### src/rtl/cla16_multiword_sequencer_if.sv
// ============================================================================
//  Module   : cla16_multiword_sequencer_if
//  Purpose  : Request/response bundle for the multi-word CLA sequencer.
//             The requesting engine uses the master modport and the sequencer
//             uses the slave modport.
//  Options  : CLA16_SEQ_ZERO_FLAG_EN adds the resp_zero signal.
//  Revision : 1.0  initial release
// ============================================================================
`default_nettype none

interface cla16_multiword_sequencer_if #(
   parameter int WORDS = 4
);
   localparam int W = 16 * WORDS;

   // request channel
   logic          req_valid;
   logic          req_ready;
   logic [W-1:0]  req_a;
   logic [W-1:0]  req_b;
   logic          req_sub;
   logic          req_cin;

   // response channel
   logic          resp_valid;
   logic          resp_ready;
   logic [W-1:0]  resp_sum;
   logic          resp_cout;
   logic          resp_ovf;
`ifdef CLA16_SEQ_ZERO_FLAG_EN
   logic          resp_zero;
`endif

   modport master (
      output req_valid, req_a, req_b, req_sub, req_cin, resp_ready,
      input  req_ready, resp_valid, resp_sum, resp_cout, resp_ovf
`ifdef CLA16_SEQ_ZERO_FLAG_EN
      , input resp_zero
`endif
   );

   modport slave (
      input  req_valid, req_a, req_b, req_sub, req_cin, resp_ready,
      output req_ready, resp_valid, resp_sum, resp_cout, resp_ovf
`ifdef CLA16_SEQ_ZERO_FLAG_EN
      , output resp_zero
`endif
   );

endinterface

`default_nettype wire

### src/rtl/cla16_multiword_sequencer.sv
// ============================================================================
//  Module   : cla16_multiword_sequencer
//  Purpose  : Runs a 16*WORDS-bit add/subtract through one shared external
//             16-bit carry-lookahead adder, one limb per clock, LSB limb
//             first, chaining the carry through a register.
//  Options  : CLA16_SEQ_ZERO_FLAG_EN adds a sticky all-zero result flag.
//  Revision : 1.0  initial release
// ============================================================================
`default_nettype none

module cla16_multiword_sequencer #(
   parameter int WORDS = 4                // 1..8 limbs of 16 bits
) (
   input  logic                              clk,
   input  logic                              rst_n,
   cla16_multiword_sequencer_if.slave        bus,
   // shared adder: this block is the only driver of its inputs
   output logic [15:0]                       add_a,
   output logic [15:0]                       add_b,
   output logic                              add_cin,
   input  logic [15:0]                       add_sum,
   input  logic                              add_cout
);

   localparam int            W        = 16 * WORDS;
   localparam int            IW       = $clog2(WORDS) + 1;
   localparam logic [IW-1:0] LAST_IDX = IW'(WORDS - 1);

   typedef enum logic [1:0] {
      IDLE = 2'd0,
      RUN  = 2'd1,
      DONE = 2'd2
   } state_t;

   state_t          state_q;
   logic [IW-1:0]   idx_q;        // limb currently presented to the adder
   logic [W-1:0]    a_q;          // operand A
   logic [W-1:0]    b_q;          // operand B, pre-inverted for subtract
   logic [W-1:0]    sum_q;        // assembled result
   logic            carry_q;      // inter-limb carry, drives add_cin directly
   logic            cout_q;
   logic            ovf_q;
   logic            valid_q;
   logic [15:0]     add_a_q;
   logic [15:0]     add_b_q;
`ifdef CLA16_SEQ_ZERO_FLAG_EN
   logic            zero_q;       // stays 1 while every captured limb is zero
`endif

   logic [W-1:0]    b_d;          // B as it must be stored for this request
   logic            carry_d;      // initial carry: borrow-in becomes ~borrow
   logic            last_d;       // current limb is the most significant one
   logic [IW-1:0]   idx_d;        // next limb index, held on the last limb
   logic [15:0]     nxt_a_d;
   logic [15:0]     nxt_b_d;
   logic            ovf_d;

   // Subtract is A + ~B + 1; a borrow-in removes the +1, hence cin ^ sub.
   // The next-limb index saturates at the top limb so the slice below never
   // reaches past the operand.
   always_comb begin
      b_d     = bus.req_sub ? ~bus.req_b : bus.req_b;
      carry_d = bus.req_cin ^ bus.req_sub;
      last_d  = (idx_q == LAST_IDX);
      idx_d   = last_d ? idx_q : (idx_q + IW'(1'b1));
      nxt_a_d = a_q[{idx_d, 4'b0000} +: 16];
      nxt_b_d = b_q[{idx_d, 4'b0000} +: 16];
      // signed overflow: operands agree in sign, result sign differs
      ovf_d   = (a_q[W-1] == b_q[W-1]) & (add_sum[15] != a_q[W-1]);
   end

   // Sequencer FSM: accept, walk the limbs through the adder, hold the result.
   always_ff @(posedge clk or negedge rst_n) begin
      if (!rst_n) begin
         state_q <= IDLE;
         idx_q   <= '0;
         a_q     <= '0;
         b_q     <= '0;
         sum_q   <= '0;
         carry_q <= 1'b0;
         cout_q  <= 1'b0;
         ovf_q   <= 1'b0;
         valid_q <= 1'b0;
         add_a_q <= '0;
         add_b_q <= '0;
`ifdef CLA16_SEQ_ZERO_FLAG_EN
         zero_q  <= 1'b0;
`endif
      end else begin
         case (state_q)
            IDLE: begin
               if (bus.req_valid) begin
                  a_q     <= bus.req_a;
                  b_q     <= b_d;
                  carry_q <= carry_d;
                  idx_q   <= '0;
                  // present limb 0 during the first RUN cycle
                  add_a_q <= bus.req_a[15:0];
                  add_b_q <= b_d[15:0];
`ifdef CLA16_SEQ_ZERO_FLAG_EN
                  zero_q  <= 1'b1;
`endif
                  state_q <= RUN;
               end
            end

            RUN: begin
               sum_q[{idx_q, 4'b0000} +: 16] <= add_sum;
`ifdef CLA16_SEQ_ZERO_FLAG_EN
               zero_q <= zero_q & (add_sum == 16'h0000);
`endif
               if (last_d) begin
                  // final carry goes to the response; adder inputs go quiet
                  cout_q  <= add_cout;
                  ovf_q   <= ovf_d;
                  carry_q <= 1'b0;
                  add_a_q <= '0;
                  add_b_q <= '0;
                  valid_q <= 1'b1;
                  state_q <= DONE;
               end else begin
                  carry_q <= add_cout;
                  idx_q   <= idx_d;
                  add_a_q <= nxt_a_d;
                  add_b_q <= nxt_b_d;
               end
            end

            DONE: begin
               if (bus.resp_ready) begin
                  valid_q <= 1'b0;
                  state_q <= IDLE;
               end
            end

            default: begin
               state_q <= IDLE;
            end
         endcase
      end
   end

   assign bus.req_ready  = (state_q == IDLE);
   assign bus.resp_valid = valid_q;
   assign bus.resp_sum   = sum_q;
   assign bus.resp_cout  = cout_q;
   assign bus.resp_ovf   = ovf_q;
`ifdef CLA16_SEQ_ZERO_FLAG_EN
   assign bus.resp_zero  = zero_q;
`endif

   assign add_a   = add_a_q;
   assign add_b   = add_b_q;
   assign add_cin = carry_q;

endmodule

`default_nettype wire

### src/flat_wrapper.sv
// flat-port wrapper written by rule: the top's interface ports become plain ports
module cla16_multiword_sequencer_flat 
#(
   parameter int WORDS = 4                                        
)
  (clk, rst_n, add_a, add_b, add_cin, add_sum, add_cout, bus_req_valid, bus_req_a, bus_req_b, bus_req_sub, bus_req_cin, bus_resp_ready, bus_req_ready, bus_resp_valid, bus_resp_sum, bus_resp_cout, bus_resp_ovf);
  cla16_multiword_sequencer_if #(.WORDS(WORDS)) bus_i ();
  input  logic clk;
  input  logic rst_n;
  output logic [15:0] add_a;
  output logic [15:0] add_b;
  output logic add_cin;
  input  logic [15:0] add_sum;
  input  logic add_cout;
  input wire logic [$bits(bus_i.req_valid)-1:0] bus_req_valid;
  input wire logic [$bits(bus_i.req_a)-1:0] bus_req_a;
  input wire logic [$bits(bus_i.req_b)-1:0] bus_req_b;
  input wire logic [$bits(bus_i.req_sub)-1:0] bus_req_sub;
  input wire logic [$bits(bus_i.req_cin)-1:0] bus_req_cin;
  input wire logic [$bits(bus_i.resp_ready)-1:0] bus_resp_ready;
  output wire logic [$bits(bus_i.req_ready)-1:0] bus_req_ready;
  output wire logic [$bits(bus_i.resp_valid)-1:0] bus_resp_valid;
  output wire logic [$bits(bus_i.resp_sum)-1:0] bus_resp_sum;
  output wire logic [$bits(bus_i.resp_cout)-1:0] bus_resp_cout;
  output wire logic [$bits(bus_i.resp_ovf)-1:0] bus_resp_ovf;
  assign bus_i.req_valid = bus_req_valid;
  assign bus_i.req_a = bus_req_a;
  assign bus_i.req_b = bus_req_b;
  assign bus_i.req_sub = bus_req_sub;
  assign bus_i.req_cin = bus_req_cin;
  assign bus_i.resp_ready = bus_resp_ready;
  assign bus_req_ready = bus_i.req_ready;
  assign bus_resp_valid = bus_i.resp_valid;
  assign bus_resp_sum = bus_i.resp_sum;
  assign bus_resp_cout = bus_i.resp_cout;
  assign bus_resp_ovf = bus_i.resp_ovf;
  cla16_multiword_sequencer #(.WORDS(WORDS)) u_core (.clk(clk), .rst_n(rst_n), .bus(bus_i), .add_a(add_a), .add_b(add_b), .add_cin(add_cin), .add_sum(add_sum), .add_cout(add_cout));
endmodule
### config.mk
export PLATFORM = sky130hd
export DESIGN_NAME = cla16_multiword_sequencer_flat
export DESIGN_NICKNAME = d
export VERILOG_FILES = /design/src/rtl/cla16_multiword_sequencer_if.sv /design/src/rtl/cla16_multiword_sequencer.sv /design/src/flat_wrapper.sv
export SDC_FILE = /design/constraint.sdc
export NUM_CORES = 1
export LEC_CHECK = 0
export ABC_AREA = 1
export BUFFER_PORTS_ARGS = -buffer_cell sky130_fd_sc_hd__buf_2
export CORE_MARGIN = 2
export CORE_UTILIZATION = 40
export DETAILED_ROUTE_END_ITERATION = 10
export PLACE_DENSITY = 0.66
export SETUP_SLACK_MARGIN = 0.4
export SLEW_MARGIN = 25
export SYNTH_ARGS = -nofsm -noshare
export SYNTH_HDL_FRONTEND = slang
export SYNTH_SLANG_ARGS = --single-unit
export TNS_END_PERCENT = 5
### constraint.sdc
create_clock -name clk -period 4.7 [get_ports clk]
set_input_delay 0 -clock clk [delete_from_list [all_inputs] [get_ports clk]]
set_output_delay 0 -clock clk [all_outputs]
set_load 0.1 [all_outputs]
==> results.json, run 1 <==
{
  "cts_inserted_buffers": 26,
  "gr-usage-all-layers": 0.231,
  "port_buffers": 251,
  "netlist_instances": 1385,
  "mappedNetlistArea_sq_um": 11300,
  "routed_wirelength_microns": 34700,
  "cp_class": "reg -> reg",
  "synth-seq-area-share": 0.514,
  "cts_tree": "done",
  "maxSlewHeadroom": 0.308,
  "first_element_of_the_critical_path": "u_core.idx_q[0]$_DFFE_PN0P_",
  "synth_area_per_cell_sq_um": 8.19,
  "critical-path-max-stage-delay_ns": 0.69,
  "worst_hold_path_type": "in -> reg",
  "path_delay_family": "simple AND/OR/NAND/NOR gates",
  "max_slew.worst_pin.slew_ns": 1.03,
  "edff_count_synth": 0,
  "ant_nets": 0,
  "core_region_area_sq_um": 27900,
  "global_route_wire_length_before_repair_microns": 54000,
  "final.setup.tns_ns": 0,
  "fin_crit_ns": 3.03,
  "ys.flop_type": "sky130_fd_sc_hd__dfrtp_1",
  "count_of_standard_cell_rows": 61,
  "worst_path_max_delay_cell": "sky130_fd_sc_hd__nand2_2",
  "avgRoutedWirePerCell_microns": 16.3,
  "grt_start_max_net_pins": 119,
  "area_growth_syn_to_layout_pct": 33.5,
  "final_common_cell": "sky130_fd_sc_hd__nand2_1",
  "yosys_warnings": 0,
  "clkLatencyLatePin_ns": 0.53,
  "critPathBufInv": 1,
  "nFillCells": 2551,
  "final_estimated_routing_congestion_in_global_placement": 0.780,
  "crit_path_cell_trace": "ha_1 -> nand3_2 -> buf_4 -> nand2_2 -> nand2_1 -> nand3_1 -> nand2_1 -> nand2_1 -> a21oi_1",
  "synth.lib_cells_used.distinct": 33,
  "floorplan.io_pins": 252,
  "dp.final_hpwl_microns": 20900,
  "drv.max_cap_violation_count": 0,
  "start_kind": "register",
  "synth_seq_cells": 233,
  "finalMaxSlewViolations": 0,
  "clk_sinks": 233,
  "placedInstanceArea_sq_um": 12800,
  "antenna_found_initial": 1,
  "worst_r2r_startpoint": "u_core.idx_q[0]$_DFFE_PN0P_",
  "worst-endpoint-arrival_ns": 3.48,
  "outcome": "finished, final reports clean",
  "post-route-drc-count": 0,
  "detailroute.via_count": 10500,
  "design_area_sq_um": 15100,
  "clock_skew_ns": 0.0142,
  "hold_viol_final": 0,
  "fin_worst_hold_slack_ns": 0.0366,
  "fraction_of_layout_cells_with_a_size_suffix_above_1": 0.202,
  "cts.clk_slew.worst_paths_ns": 0.06,
  "worst_hold_startpoint": "bus_req_valid",
  "grt_pass1_vias": 10400,
  "setup.worst_path.end_class": "register",
  "mostFrequentLayoutCells": "sky130_fd_sc_hd__nand2_1, sky130_fd_sc_hd__buf_2, sky130_fd_sc_hd__dfrtp_1, sky130_fd_sc_hd__o21ai_0, sky130_fd_sc_hd__inv_1",
  "post-cts-setup-buffers": 0,
  "ctsRootBufferMaster": "sky130_fd_sc_hd__clkbuf_16",
  "final_critical_path_setup_slack_ns": 1.67,
  "synthArstFlopShare": 1.00,
  "detailedPlace.worstSlack_ns": 1.67,
  "fp.dieH_microns": 172,
  "synth.net_count": 1539,
  "nets": 1885,
  "grt_overflow_total": 0,
  "critPathMostFrequentCell": "sky130_fd_sc_hd__nand2_1",
  "worst-path-max-fanout": 65,
  "rsz0062_at_grt": "false",
  "final_setup_fails": 0,
  "htreeDepth": 1,
  "start_util": 0.407,
  "die-width_microns": 172,
  "finalCritPeriodShare": 0.644,
  "vias_per_cell": 4.92,
  "clockBufferDepth": 3,
  "fmax_mhz": 330,
  "design.die.area_sq_um": 29700,
  "drt-initial-drc-count": 891,
  "dr.pass1.iters": 5,
  "worst_ep_required_time_ns": 5.15
}
## cells in the mapped netlist (14+ instances only)
master / n / area, sq um
sky130_fd_sc_hd__or2_2: 27 / 169
sky130_fd_sc_hd__inv_1: 177 / 664
sky130_fd_sc_hd__xor2_1: 16 / 140
sky130_fd_sc_hd__nand3_1: 166 / 831
sky130_fd_sc_hd__nand2_1: 322 / 1210
sky130_fd_sc_hd__xnor2_1: 49 / 429
sky130_fd_sc_hd__o21ai_1: 14 / 70.1
sky130_fd_sc_hd__buf_2: 51 / 255
sky130_fd_sc_hd__o31ai_1: 32 / 240
sky130_fd_sc_hd__dfrtp_1: 233 / 5830
sky130_fd_sc_hd__a21oi_1: 32 / 160
sky130_fd_sc_hd__o21ai_0: 182 / 911
sky130_fd_sc_hd__clkbuf_1: 36 / 135
## worst paths after layout
check	endpoint	slack (ns)	cells past startpoint
max	u_core.add_a[5]$_DFFE_PN0P_	1.67	9
min	u_core.b_q[63]$_DFFE_PN0P_	0.04	4
max reg2reg	u_core.add_a[5]$_DFFE_PN0P_	1.67	9
min reg2reg	u_core.bus.resp_sum[47]$_DFFE_PN0P_	0.48	2
max in group asynchronous	u_core.b_q[59]$_DFFE_PN0P_	3.37	3
min in group asynchronous	u_core.a_q[39]$_DFFE_PN0P_	0.16	2
## worst register-to-register path, cell delays in order, from the launching register on
cell and delay (ns):
sky130_fd_sc_hd__dfrtp_1 0.49, sky130_fd_sc_hd__ha_1 0.37, sky130_fd_sc_hd__nand3_2 0.11, sky130_fd_sc_hd__buf_4 0.63
sky130_fd_sc_hd__nand2_2 0.70, sky130_fd_sc_hd__nand2_1 0.25, sky130_fd_sc_hd__nand3_1 0.09, sky130_fd_sc_hd__nand2_1 0.10
sky130_fd_sc_hd__nand2_1 0.06, sky130_fd_sc_hd__a21oi_1 0.15
## layout make-up
type / count / area (sq um) / share of cell area
flip-flops and latches: 233 / 5830 / 0.385
multi-input cells: 871 / 4420 / 0.292
repair buffers: 410 / 2850 / 0.188
clock buffers: 40 / 785 / 0.0518
inverters: 189 / 712 / 0.0470
well taps: 378 / 473 / 0.0312
clock inverters: 7 / 62.6 / 0.00413
diodes: 1 / 2.50 / 0.000165
## metal layers
layer	track usage	routed length (microns)	share of wire
met1	0.309	15200	0.44
met2	0.392	16500	0.48
met3	0.0389	2420	0.070
met4	0.0515	597	0.017
met5	0	0	0
## flip-flops by register name, indices dropped and copies added (netlist names)
name                   flops
u_core.a_q                64
u_core.bus.resp_ovf        1
u_core.b_q                64
u_core.bus.resp_cout       1
u_core.add_cin             1
u_core.add_a              16
u_core.bus.resp_valid      1
u_core.bus.resp_sum       64
u_core.add_b              16
u_core.state_q             2
u_core.idx_q               3
## stage by stage
step                      instances  utilization
final                          2129        0.543
after global routing           2129        0.543
after CTS                      2128        0.543
after detailed placement       1933        0.460
after global placement         1932        0.459
after floorplan                1385            -
## logic make-up after synthesis
logic type / Yosys count / synth area share
compound gates: 265 / 0.125
buf+inv: 281 / 0.0995
simple gates: 538 / 0.208
flops: 233 / 0.514
fa+ha+maj: 3 / 0.00331
xor+xnor: 65 / 0.0502
## what timing repair did
action,CTS,global route
hold buffers,148,0
resized for setup,0,0
endpoints found under the hold margin,344,0
Power of run 1 is not shown: default switching activity piles up to over one toggle a cycle in this logic, so the estimate is an artifact.
==> run 2: changes to the inputs <==
==> constraint.sdc (replaced) <==
create_clock -name clk -period 3.1 [get_ports clk]
set_input_delay 0 -clock clk [delete_from_list [all_inputs] [get_ports clk]]
set_output_delay 0 -clock clk [all_outputs]
set_load 0.1 [all_outputs]
==> run 2 against run 1 <==
Effect of this change:
- first-iteration DRC count is 1.5% higher
- worst hold slack better by 0.071 ns
- cell count is 0.42% higher
- register-to-register slack worse by 1.0 ns
- die area stayed put
- largest cell class unchanged
- critical path depth is 1 higher
- highest routed layer unchanged
- global-route usage is 0.21 points higher
- wire length is 0.81% higher
- clock skew is 0.0021 ns higher
- fmax is 23% higher
==> results.json, run 2 (synthesized netlist as in run 1, its figures left out) <==
{
  "outcome": "finished, final reports clean",
  "antenna_found_initial": 1,
  "worst-path-max-fanout": 32,
  "grt.busiest_layer": "met2",
  "detailroute.via_count": 10700,
  "fp.dieH_microns": 172,
  "die-width_microns": 172,
  "nets": 1893,
  "final_setup_fails": 0,
  "htreeDepth": 1,
  "drv.max_cap_violation_count": 0,
  "grt.met1_usage": 0.315,
  "design.die.area_sq_um": 29700,
  "cp_class": "reg -> reg",
  "global_route.usage.met3": 0.0350,
  "ant_nets": 0,
  "avgRoutedWirePerCell_microns": 16.4,
  "grt_overflow_total": 0,
  "ff2ff_setup_slack_ns": 0.63,
  "setup.worst_path.end_class": "register",
  "dr.pass1.iters": 6,
  "clock_skew_ns": 0.0163,
  "max_slew.worst_pin.slew_ns": 1.01,
  "final_estimated_routing_congestion_in_global_placement": 0.838,
  "floorplan.io_pins": 252,
  "finalCritPeriodShare": 0.795,
  "fin_crit_ns": 2.47,
  "worst_ep_required_time_ns": 3.54,
  "grt_start_max_net_pins": 162,
  "rsz0062_at_grt": "true",
  "hold_viol_final": 0,
  "final.setup.tns_ns": 0,
  "clkLatencyLatePin_ns": 0.54,
  "core_region_area_sq_um": 27900,
  "gr-usage-all-layers": 0.233,
  "final_common_cell": "sky130_fd_sc_hd__nand2_1",
  "mostFrequentLayoutCells": "sky130_fd_sc_hd__nand2_1, sky130_fd_sc_hd__buf_2, sky130_fd_sc_hd__dfrtp_1, sky130_fd_sc_hd__o21ai_0, sky130_fd_sc_hd__inv_1",
  "cts.clk_slew.worst_paths_ns": 0.06,
  "post-cts-setup-buffers": 0,
  "count_of_standard_cell_rows": 61,
  "routed_wirelength_microns": 35000,
  "clockBufferDepth": 3,
  "cts_inserted_buffers": 26,
  "port_buffers": 251,
  "fmax_mhz": 406,
  "start_util": 0.407,
  "worst-endpoint-arrival_ns": 2.91,
  "fraction_of_layout_cells_with_a_size_suffix_above_1": 0.208,
  "maxSlewHeadroom": 0.323,
  "dp.final_hpwl_microns": 21800,
  "finalMaxSlewViolations": 0,
  "start_kind": "register",
  "global_route_wire_length_before_repair_microns": 55200,
  "drt-initial-drc-count": 904,
  "vias_per_cell": 4.99,
  "worst_hold_path_type": "in -> async",
  "area_growth_syn_to_layout_pct": 35.6,
  "ctsRootBufferMaster": "sky130_fd_sc_hd__clkbuf_16",
  "cts_tree": "done",
  "grt_util_met2": 0.385,
  "grt_pass1_vias": 10600,
  "post-route-drc-count": 0,
  "clk_sinks": 233
}
-- run 2: changes by cell type in the layout (fill, tap and decap cells not counted), moves of 2 or more --
cell	change
sky130_fd_sc_hd__buf_12	+3
sky130_fd_sc_hd__clkbuf_1	-4
sky130_fd_sc_hd__nand2_2	-2
sky130_fd_sc_hd__buf_4	+6
sky130_fd_sc_hd__nand2_1	+2
sky130_fd_sc_hd__bufinv_16	+6
-- run 2: cell type report --
cell class | instances | area (sq um)
antenna | 1 | 2.50
clock inverter | 13 | 246
inverter | 189 | 712
sequential | 233 | 5830
timing repair buffer | 418 | 2930
fill | 2485 | 12500
tap | 378 | 473
multi-input combinational | 871 | 4420
clock buffer | 35 | 756
-- run 2: repair_timing --
item                       4_1_cts  5_1_grt
gates resized for setup          0        1
hold endpoints to repair       340        0
hold buffers                   148        0
setup endpoints to repair        0        3
-- run 2: critical path: stages (launching register included) --
cell,delay [ns]
sky130_fd_sc_hd__dfrtp_1,0.50
sky130_fd_sc_hd__inv_2,0.38
sky130_fd_sc_hd__ha_1,0.35
sky130_fd_sc_hd__inv_1,0.12
sky130_fd_sc_hd__nand2_1,0.10
sky130_fd_sc_hd__o21ai_4,0.06
sky130_fd_sc_hd__buf_4,0.42
sky130_fd_sc_hd__nand3_1,0.15
sky130_fd_sc_hd__nand2_1,0.08
sky130_fd_sc_hd__nand2_1,0.05
sky130_fd_sc_hd__a21oi_1,0.16
-- run 2: routing by layer --
layer | wire length [microns] | share of wire | up-vias
met5 | 0 | 0 | -
met4 | 847 | 0.024 | 0
met2 | 16400 | 0.47 | 447
li1 | - | - | 5115
met1 | 15200 | 0.44 | 5046
met3 | 2490 | 0.071 | 59
-- run 2: final timing paths --
check                                                    start                                  end  cells past startpoint
max reg2reg                        u_core.idx_q[0]$_DFFE_PN0P_          u_core.add_b[5]$_DFFE_PN0P_                     10
max in group asynchronous                                rst_n           u_core.b_q[39]$_DFFE_PN0P_                      3
max                                u_core.idx_q[0]$_DFFE_PN0P_          u_core.add_b[5]$_DFFE_PN0P_                     10
min reg2reg                u_core.bus.resp_sum[48]$_DFFE_PN0P_  u_core.bus.resp_sum[48]$_DFFE_PN0P_                      2
min in group clk                                 bus_req_valid           u_core.b_q[63]$_DFFE_PN0P_                      4
min                                                      rst_n           u_core.a_q[38]$_DFFE_PN0P_                      2
-- run 2: metrics by stage --
stage / util / cell area (sq um) / cells / setup slack, ns / hold WS, ns
global route: 0.552 / 15400 / 2137 / 0.375 / 0.169
finish: 0.552 / 15400 / 2138 / 0.634 / 0.108
global placement: 0.462 / 12900 / 1941 / 0.688 / 0.151
CTS: 0.552 / 15400 / 2137 / 0.633 / 0.119
floorplan: - / 11300 / 1385 / 0.892 / -0.296
detailed placement: 0.462 / 12900 / 1941 / 0.638 / 0.151
Power of run 2 is left out for the same reason.
==> run 3: changes to the inputs <==
==> constraint.sdc (replaced) <==
create_clock -name clk -period 2.3 [get_ports clk]
set_input_delay 0 -clock clk [delete_from_list [all_inputs] [get_ports clk]]
set_output_delay 0 -clock clk [all_outputs]
set_load 0.1 [all_outputs]
==> run 3 against run 2 <==
Effect of this change:
- register-to-register slack got worse by 0.22 ns
- critical path depth decreased by 1
- die area unchanged
- fmax increased by 31%
- largest cell class unchanged
- count of clock-buffer cells in the layout increased by 1
- via count decreased by 1.3%
- global-route usage decreased by 0.70 points
- final area increased by 1.5%
- setup slack got worse by 0.22 ns
- clock skew increased by 0.0072 ns
==> results.json, run 3 (synthesized netlist as in run 1, its figures left out) <==
{
  "outcome": "finished, final reports clean",
  "area_growth_syn_to_layout_pct": 37.6,
  "global_route.usage.met3": 0.0375,
  "postLayoutCoreUtil": 0.560,
  "detailroute.via_count": 10500,
  "rsz0062_at_grt": "true",
  "worst-endpoint-arrival_ns": 2.29,
  "cts_tree": "done",
  "start_util": 0.407,
  "fmax_mhz": 532,
  "ctsRootBufferMaster": "sky130_fd_sc_hd__clkbuf_16",
  "final_estimated_routing_congestion_in_global_placement": 0.801,
  "antenna_found_initial": 2,
  "htreeDepth": 1,
  "clk_sinks": 233,
  "cts.clk_slew.worst_paths_ns": 0.06,
  "vias_per_cell": 4.90,
  "worst-path-max-fanout": 32,
  "nets": 1908,
  "count_of_standard_cell_rows": 61,
  "grt.met1_usage": 0.306,
  "fraction_of_layout_cells_with_a_size_suffix_above_1": 0.219,
  "post-route-drc-count": 0,
  "setup.worst_path.end_class": "register",
  "global_route_wire_length_before_repair_microns": 53200,
  "hold_viol_final": 0,
  "maxSlewHeadroom": 0.502,
  "fp.dieH_microns": 172,
  "critical-path-max-stage-delay_ns": 0.36,
  "dp.final_hpwl_microns": 20800,
  "grt_overflow_total": 0,
  "clockBufferDepth": 3,
  "worst_path_max_delay_cell": "sky130_fd_sc_hd__dfrtp_1",
  "detailedPlace.worstSlack_ns": 0.294,
  "fin_crit_ns": 1.88,
  "final.setup.tns_ns": 0,
  "finalMaxSlewViolations": 0,
  "drt-initial-drc-count": 917,
  "routed_wirelength_microns": 34400,
  "start_kind": "register",
  "design.die.area_sq_um": 29700,
  "finalCritPeriodShare": 0.818,
  "cp_class": "reg -> reg",
  "final_common_cell": "sky130_fd_sc_hd__nand2_1",
  "clkLatencyLatePin_ns": 0.53,
  "crit_path_cell_trace": "buf_6 -> inv_2 -> ha_4 -> ha_1 -> inv_1 -> nor3_1 -> nand3_1 -> buf_6 -> o31ai_1",
  "avgRoutedWirePerCell_microns": 16.0,
  "port_buffers": 251,
  "die-width_microns": 172,
  "final_critical_path_setup_slack_ns": 0.419,
  "gr-usage-all-layers": 0.226,
  "drv.max_cap_violation_count": 0,
  "max_slew.worst_pin.slew_ns": 0.747,
  "ff2ff_setup_slack_ns": 0.42,
  "clock_skew_ns": 0.0235,
  "worst_hold_path_type": "in -> async",
  "final_setup_fails": 0,
  "cts_inserted_buffers": 25,
  "mostFrequentLayoutCells": "sky130_fd_sc_hd__nand2_1, sky130_fd_sc_hd__buf_2, sky130_fd_sc_hd__dfrtp_1, sky130_fd_sc_hd__o21ai_0, sky130_fd_sc_hd__inv_1",
  "grt.busiest_layer": "met2",
  "fin_worst_hold_slack_ns": 0.0521,
  "floorplan.io_pins": 252,
  "ant_nets": 0,
  "core_region_area_sq_um": 27900,
  "critPathMostFrequentCell": "sky130_fd_sc_hd__buf_6",
  "grt_pass1_vias": 10200,
  "grt_start_max_net_pins": 162,
  "dr.pass1.iters": 5,
  "worst_ep_required_time_ns": 2.71,
  "grt_util_met2": 0.379
}
## run 3: layout make-up
| cell class | instances | area, sq um |
|---|---|---|
| diodes | 1 | 2.50 |
| clock buffers | 36 | 727 |
| clock inverters | 7 | 135 |
| fillers | 2486 | 12300 |
| inverters | 189 | 712 |
| multi-input cells | 871 | 4510 |
| flip-flops and latches | 233 | 5830 |
| well taps | 378 | 473 |
| repair buffers | 434 | 3210 |
## run 3: final timing paths
| check | start | to | cells after the start |
|---|---|---|---|
| worst max-delay path | u_core.idx_q[0]$_DFFE_PN0P_ | u_core.bus.resp_sum[42]$_DFFE_PN0P_ | 9 |
| worst max register to register | u_core.idx_q[0]$_DFFE_PN0P_ | u_core.bus.resp_sum[42]$_DFFE_PN0P_ | 9 |
| max in group asynchronous | rst_n | u_core.bus.resp_sum[9]$_DFFE_PN0P_ | 3 |
| worst min-delay path | rst_n | u_core.a_q[54]$_DFFE_PN0P_ | 2 |
| worst min register to register | u_core.bus.resp_sum[57]$_DFFE_PN0P_ | u_core.bus.resp_sum[57]$_DFFE_PN0P_ | 2 |
| min in group clk | bus_req_sub | u_core.b_q[55]$_DFFE_PN0P_ | 3 |
## run 3: timing repair
item / in CTS / in global routing
hold endpoints to repair: 398 / 0
gates cloned: 0 / 2
hold buffers: 149 / 0
pin swaps: 0 / 2
setup endpoints to repair: 80 / 81
buffers inserted: 0 / 5
resized for setup: 3 / 26
## run 3: worst max-delay path, delay by kind of cell (launching register included)
family / cells / cell delay, ns
buffers and inverters: 4 / 0.48
flip-flops: 1 / 0.36
AO/OA/AOI/OAI: 1 / 0.24
adder cells (fa/ha/maj): 2 / 0.41
AND/OR/NAND/NOR: 2 / 0.28
## run 3: per-stage QoR
step / cells / instance area, sq um
6_report: 2149 / 15600
5_1_grt: 2149 / 15600
4_1_cts: 2141 / 15400
3_5_place_dp: 1949 / 13000
3_3_place_gp: 1949 / 13000
2_1_floorplan: 1385 / 11400
## run 3: per-layer routing
layer | wire length (microns) | part of all wire | vias up
met5 | 13 | 0.00038 | -
met1 | 15100 | 0.44 | 4981
met3 | 2230 | 0.065 | 52
met2 | 16300 | 0.47 | 361
li1 | - | - | 5129
met4 | 697 | 0.020 | 2
Power of run 3 is left out for the same reason.
